===== config.mk =====
export PLATFORM = sky130hd
export DESIGN_NAME = axis_split_copy_reg
export DESIGN_NICKNAME = d
export VERILOG_FILES = /design/src/rtl/axis_split_pkg.sv /design/src/rtl/axis_split_copy_reg.sv
export SDC_FILE = /design/constraint.sdc
export NUM_CORES = 1
export LEC_CHECK = 0
export BUFFER_PORTS_ARGS = -buffer_cell sky130_fd_sc_hd__buf_2
export CORE_AREA = 2 2 98 100
export CTS_CLUSTER_DIAMETER = 30
export DETAILED_ROUTE_END_ITERATION = 6
export DIE_AREA = 0 0 100 102
export HOLD_SLACK_MARGIN = 0.08
export PLACE_DENSITY = 0.87
export SYNTH_ARGS = -nofsm -noshare
export SYNTH_HDL_FRONTEND = slang
export SYNTH_SLANG_ARGS = --single-unit

===== constraint.sdc =====
create_clock -name clk -period 3.9 [get_ports clk]
set_clock_uncertainty 0.05 [all_clocks]
set_input_delay 0.78 -clock clk [delete_from_list [all_inputs] [get_ports clk]]
set_output_delay 0.78 -clock clk [all_outputs]
set_load 0.02 [all_outputs]

===== src/rtl/axis_split_pkg.sv =====
// Shared constants and helpers for the registered AXI-Stream split-copy.
package axis_split_pkg;

    // Width of the saturating dropped-frame counter.
    localparam int unsigned DROP_CNT_W = 16;

    // Upper bound on the number of outputs the helper below can describe.
    localparam int unsigned MAX_OUTPUTS = 64;

    // Mask with the low n bits set; used to build the "every output done" pattern.
    function automatic logic [MAX_OUTPUTS-1:0] low_ones(input int unsigned n);
        logic [MAX_OUTPUTS-1:0] m;
        m = '0;
        for (int unsigned i = 0; i < MAX_OUTPUTS; i++) begin
            if (i < n) begin
                m[i] = 1'b1;
            end
        end
        return m;
    endfunction

endpackage


===== src/rtl/axis_split_copy_reg.sv =====
// Registered N-way AXI-Stream duplicator. One beat buffer feeds every output; each output
// completes its own handshake, and a per-frame enable mask selects which outputs see a frame.
module axis_split_copy_reg
    import axis_split_pkg::*;
#(
    parameter int unsigned DATA_WIDTH = 64,
    parameter int unsigned OUTPUTS    = 2
) (
    input  logic                          clk,
    input  logic                          rst,
    input  logic [DATA_WIDTH-1:0]         dataIn_data,
    input  logic                          dataIn_last,
    input  logic                          dataIn_valid,
    output logic                          dataIn_ready,
    output logic [OUTPUTS*DATA_WIDTH-1:0] dataOut_data,
    output logic [OUTPUTS-1:0]            dataOut_last,
    output logic [OUTPUTS-1:0]            dataOut_valid,
    input  logic [OUTPUTS-1:0]            dataOut_ready,
    input  logic [OUTPUTS-1:0]            out_en,
    output logic [DROP_CNT_W-1:0]         frames_dropped
);

    typedef struct packed {
        logic [DATA_WIDTH-1:0] data;
        logic                  last;
    } beat_t;

    localparam logic [MAX_OUTPUTS-1:0] AllOnesWide = low_ones(OUTPUTS);
    localparam logic [OUTPUTS-1:0]     AllOnes     = AllOnesWide[OUTPUTS-1:0];

    beat_t                 buf_q, buf_d;
    logic                  buf_vld_q, buf_vld_d;
    logic [OUTPUTS-1:0]    done_q, done_d;
    logic [OUTPUTS-1:0]    mask_q, mask_d;
    logic                  in_frame_q, in_frame_d;
    logic [DROP_CNT_W-1:0] drop_cnt_q, drop_cnt_d;

    logic [OUTPUTS-1:0]    out_valid;
    logic [OUTPUTS-1:0]    out_fire;
    logic [OUTPUTS-1:0]    mask_eff;
    logic                  in_fire;
    logic                  all_done_next;
    logic                  frame_empty;

    // Per-output slice: valid until that output has taken the held beat.
    for (genvar g = 0; g < OUTPUTS; g++) begin : g_out
        assign out_valid[g]                               = buf_vld_q & ~done_q[g];
        assign out_fire[g]                                = out_valid[g] & dataOut_ready[g];
        assign dataOut_data[g*DATA_WIDTH +: DATA_WIDTH]   = buf_q.data;
        assign dataOut_last[g]                            = buf_q.last;
    end

    assign dataOut_valid  = out_valid;
    assign frames_dropped = drop_cnt_q;

    // The buffer is free this cycle if it is empty or every output finishes now.
    assign all_done_next  = ((done_q | out_fire) == AllOnes);
    assign dataIn_ready   = ~buf_vld_q | all_done_next;
    assign in_fire        = dataIn_valid & dataIn_ready;

    // First beat of a frame uses the live enable; later beats use the captured mask.
    assign mask_eff       = in_frame_q ? mask_q : out_en;
    assign frame_empty    = (mask_eff == '0);

    // Next-state: load on input fire, otherwise retire completed outputs or free the buffer.
    always_comb begin
        buf_d      = buf_q;
        buf_vld_d  = buf_vld_q;
        done_d     = done_q | out_fire;
        in_frame_d = in_frame_q;
        mask_d     = mask_q;
        drop_cnt_d = drop_cnt_q;
        if (in_fire) begin
            buf_d.data = dataIn_data;
            buf_d.last = dataIn_last;
            buf_vld_d  = 1'b1;
            // Disabled outputs start out already done so they never raise valid.
            done_d     = ~mask_eff;
            in_frame_d = ~dataIn_last;
            if (!in_frame_q) begin
                mask_d = out_en;
            end
            if (dataIn_last && frame_empty && (drop_cnt_q != '1)) begin
                drop_cnt_d = drop_cnt_q + 1'b1;
            end
        end else if (buf_vld_q && all_done_next) begin
            buf_vld_d = 1'b0;
            done_d    = '0;
        end
    end

    // State registers, cleared asynchronously so a partial frame is discarded.
    always_ff @(posedge clk or posedge rst) begin
        if (rst) begin
            buf_q      <= '0;
            buf_vld_q  <= 1'b0;
            done_q     <= '0;
            mask_q     <= '0;
            in_frame_q <= 1'b0;
            drop_cnt_q <= '0;
        end else begin
            buf_q      <= buf_d;
            buf_vld_q  <= buf_vld_d;
            done_q     <= done_d;
            mask_q     <= mask_d;
            in_frame_q <= in_frame_d;
            drop_cnt_q <= drop_cnt_d;
        end
    end

endmodule


* Word-level counts from Yosys, hierarchy flattened
Index checks and enable logic that the tools add are counted.
Word-level totals: flip-flop bits (word level) 87, latch bits 0, bits in writable memories 0, bits in read-only memories 0, bits of input ports 72, output and inout port bits 149, logic and storage cells 33, memories 0
Cells by class: add/sub/neg operators 1, multiply operators 0, div/mod/pow operators 0, magnitude comparators 0, equality and inequality tests 2, shift operators 0, mux-type cells 5, bitwise logic cells 12, reductions and logical operators 6
Operator list (number):
- 16-bit by 1-bit adder with 16-bit output, second input constant | 1
- 16-bit inequality test, second input constant | 1
- 2-bit two-way mux | 3
- 1-bit bitwise AND | 5
- 1-bit inverter | 4
- 1-bit logical AND | 3
- 2-bit equality test, second input constant | 1
- 2-bit zero test | 1
- 1-bit two-way mux | 2
- 2-bit inverter | 1
- 2-bit bitwise OR | 1
- 2-bit AND reduction | 1
- 2-bit nonzero test | 1
- 1-bit bitwise OR | 1

* Logic depth before layout (Yosys ltp)
depth after elaboration 8, gate-level depth with buffers 6

* Worst setup path before layout
No wires, ideal clock.
path type in2reg, from input dataOut_ready[0], to register drop_cnt_q[1] (netlist: frames_dropped[1]), setup time 0.128 ns, arrival 1.836 ns, required time 3.722 ns, slack 1.887 ns, stages on the path 5, buffers on the path 1, path through o22a_1 o221a_2 buf_2 o21ai_1 mux2_1
Between the ends: cells in the longest elaborated chain, start to end 6
Ends and longest elaborated chain:
- start, declared | RTL line axis_split_copy_reg.sv:18 | input logic [OUTPUTS-1:0] dataOut_ready,
- 1-bit bitwise AND | RTL line axis_split_copy_reg.sv:48 | assign out_fire[g] = out_valid[g] & dataOut_ready[g];
- 2-bit bitwise OR | RTL line axis_split_copy_reg.sv:57 | assign all_done_next = ((done_q | out_fire) == AllOnes);
- 2-bit equality test | RTL line axis_split_copy_reg.sv:57
- 1-bit bitwise OR | RTL line axis_split_copy_reg.sv:58 | assign dataIn_ready = ~buf_vld_q | all_done_next;
- 1-bit bitwise AND | RTL line axis_split_copy_reg.sv:59 | assign in_fire = dataIn_valid & dataIn_ready;
- 2-bit AND reduction (no source line)
- end signal, assigned | RTL line axis_split_copy_reg.sv:107 | drop_cnt_q <= drop_cnt_d;
- end, declared | RTL line axis_split_copy_reg.sv:36 | logic [DROP_CNT_W-1:0] drop_cnt_q, drop_cnt_d;
Every way passes these cells. A chain may end at the register's enable or synchronous reset.

* Worst setup path after layout
from input dataOut_ready[0], to output dataIn_ready
Between the ends: cells in the longest elaborated chain, start to end 4
Ends and longest elaborated chain:
- 1-bit bitwise AND | RTL line axis_split_copy_reg.sv:48
- 2-bit bitwise OR | RTL line axis_split_copy_reg.sv:57
- 2-bit equality test | RTL line axis_split_copy_reg.sv:57
- 1-bit bitwise OR | RTL line axis_split_copy_reg.sv:58
- end, declared | RTL line axis_split_copy_reg.sv:14 | output logic dataIn_ready,
Every way passes these cells.

==> flow_summary.json <==
{
  "diodes": 0,
  "core_sq_um": 9110,
  "rsz0062_at_grt": "no",
  "fp.dieArea_sq_um": 10200,
  "finalHoldViolations": 0,
  "area_delta_synth_final_pct": 23.3,
  "port_buffers": 220,
  "io_pins": 221,
  "clock-sinks": 87,
  "yosysWarningCount": 0,
  "routedWlPerCell_um": 14.6,
  "syn_area_per_cell_sq_um": 13.1,
  "max-cap-violations": 0,
  "path_class": "input port to primary output",
  "first_pass_iters": 4,
  "crit_fanout": 4,
  "crit_required_ns": 3.07,
  "synth-edff-count": 0,
  "clockBufferDepth": 2,
  "final_cell_mix": "buf_2, dfrtp_1, mux2_2",
  "startpoint_type": "input port",
  "ant_nets": 0,
  "tns_ns": 0,
  "die_w_um": 100,
  "gp_congestion": 0.819,
  "finalCritPeriodShare_pct": 59.8,
  "netlist_area_sq_um": 4060,
  "die_height_um": 102,
  "end_kind": "primary output",
  "start_util_pct": 44.5,
  "worst_slew_pin_slew_ns": 0.851,
  "async_flop_share_pct": 100,
  "grt_max_degree": 53,
  "nFillCells": 754,
  "status": "finished, final reports clean",
  "final-max-slew-violation-count": 0,
  "period_minus_slack_ns": 2.33,
  "cts_buffers": 9,
  "grt_pass1_wl_mm": 12.8,
  "critical_path_arrival_ns": 1.50,
  "critPathMostFrequentCell": "buf_2",
  "cpMaxStageDelayCell": "o22ai_1",
  "path_clk_slew_ns": 0.09,
  "synth_flop_cell": "dfrtp_1",
  "dp_hpwl_mm": 6.56,
  "track_usage_pct": 15.7,
  "cellPowerDensity_nw_per_um2": 756,
  "setup_viol": 0,
  "multi_input_area_sq_um": 1320,
  "drive_gt1_share_pct": 63.0,
  "postCtsHoldBufs": 0,
  "syn_inst": 310,
  "path_cells": "buf_2, o22ai_1, nand2_1, buf_2",
  "grt_remaining_overflow": 0,
  "dpl.cell_count": 568,
  "grt_pass1_vias": 2701,
  "drc": 0,
  "power_leakage_nw": 2.54,
  "hp-class": "flip-flop to flip-flop",
  "final_cells": 584,
  "drt_iter0_drc": 40,
  "critPathBufInv": 2,
  "num-nets-final": 541,
  "crit_family": "compound AO/OA/AOI/OAI gates",
  "h-tree-depth": 3,
  "syn_nets": 383,
  "crit_path_max_incr_delay_ns": 0.31,
  "wirelength_mm": 8.55,
  "ys_ff_latch": 87,
  "vias": 2889,
  "final_common_cell": "buf_2",
  "ir_drop_mv": 0.336,
  "fmax_ghz": 0.429,
  "max-slew-margin-rel_pct": 43.2,
  "tritoncts": "built",
  "synth-seq-area-share_pct": 53.7,
  "postCtsSetupBuffers": 0,
  "holdWs_ns": 0.432,
  "post_cts_resized": 0,
  "synth_cell_types": 40,
  "seq_area_sq_um": 2180,
  "vias_per_cell": 4.95,
  "antenna_found_initial": 0,
  "rows": 35,
  "clk_latency_ns": 0.34,
  "cts_root_buf": "clkbuf_8"
}
[cell type report]
type	instances	share of cell area, %
sequential	87	43.6
multi-input combinational	144	26.5
timing repair buffer	223	22.5
clock buffer	11	2.83
tap	111	2.78
clock inverter	5	1.63
inverter	3	0.250
[registers in the layout (all words and copies together), names as in the netlist]
register	flops
dataOut_last	1
dataOut_data	64
mask_q	2
done_q	2
buf_vld_q	1
in_frame_q	1
frames_dropped	16
[routing by layer]
metal | part of all wire, % | vias to the layer above | global-route usage [%]
li1 | - | 1338 | -
met1 | 39 | 1417 | 17.6
met2 | 53 | 121 | 29.2
met3 | 6.7 | 13 | 3.69
met4 | 1.4 | 0 | 6.01
met5 | 0 | - | 0
[synth_stat cells, types with 3 or more instances]
cell	count	area (sq um)
o2111ai_1	4	35.0
o21ai_0	3	15.0
buf_4	65	488
mux2_2	55	619
nand3_1	3	15.0
xor2_1	6	52.6
nand2_1	5	18.8
o21ai_1	3	15.0
a21oi_1	4	20.0
mux2_1	14	158
and3_1	3	18.8
nor2_1	3	11.3
buf_2	8	40.0
dfrtp_1	87	2180
xnor2_1	9	78.8
inv_1	3	11.3
a2111oi_1	4	40.0
and2_1	4	25.0
[power by group]
part	internal (W)	total [W]	switching [W]
logic	0.000639	0.00169	0.00105
registers	0.00118	0.00140	0.000218
clock network	0.000379	0.000687	0.000308
total	0.00220	0.00378	0.00158
[through the flow]
stage	power, W	cell area, sq um	util [%]	setup WS, ns
after global placement	0.00308	4780	52.4	1.61
after floorplan	0.00280	4060	-	0.820
after global routing	0.00399	5000	54.9	1.51
final	0.00378	5000	54.9	1.57
after detailed placement	0.00313	4780	52.4	1.56
after CTS	0.00383	5000	54.9	1.58
[logic make-up after synthesis]
group / Yosys count / share of synthesized area, %
flops: 87 / 53.7
buf+inv: 79 / 13.9
xor+xnor: 15 / 3.24
simple gates: 29 / 4.17
fa+ha+maj: 1 / 0.308
mux: 69 / 19.2
compound gates: 30 / 5.49
[final timing paths]
| path | slack, ns | cells after the start | from | to |
|---|---|---|---|---|
| min reg2reg | 0.43 | 1 | frames_dropped[7] | frames_dropped[7] |
| max | 1.57 | 4 | dataOut_ready[0] | dataIn_ready |
| min in group asynchronous | 0.52 | 2 | rst | dataOut_data[9] |
| max in group asynchronous | 2.29 | 3 | rst | buf_vld_q |
| min | 0.43 | 1 | frames_dropped[7] | frames_dropped[7] |
| max reg2reg | 1.96 | 5 | frames_dropped[0] | frames_dropped[1] |
No activity file was read; power rests on OpenSTA's default activity.
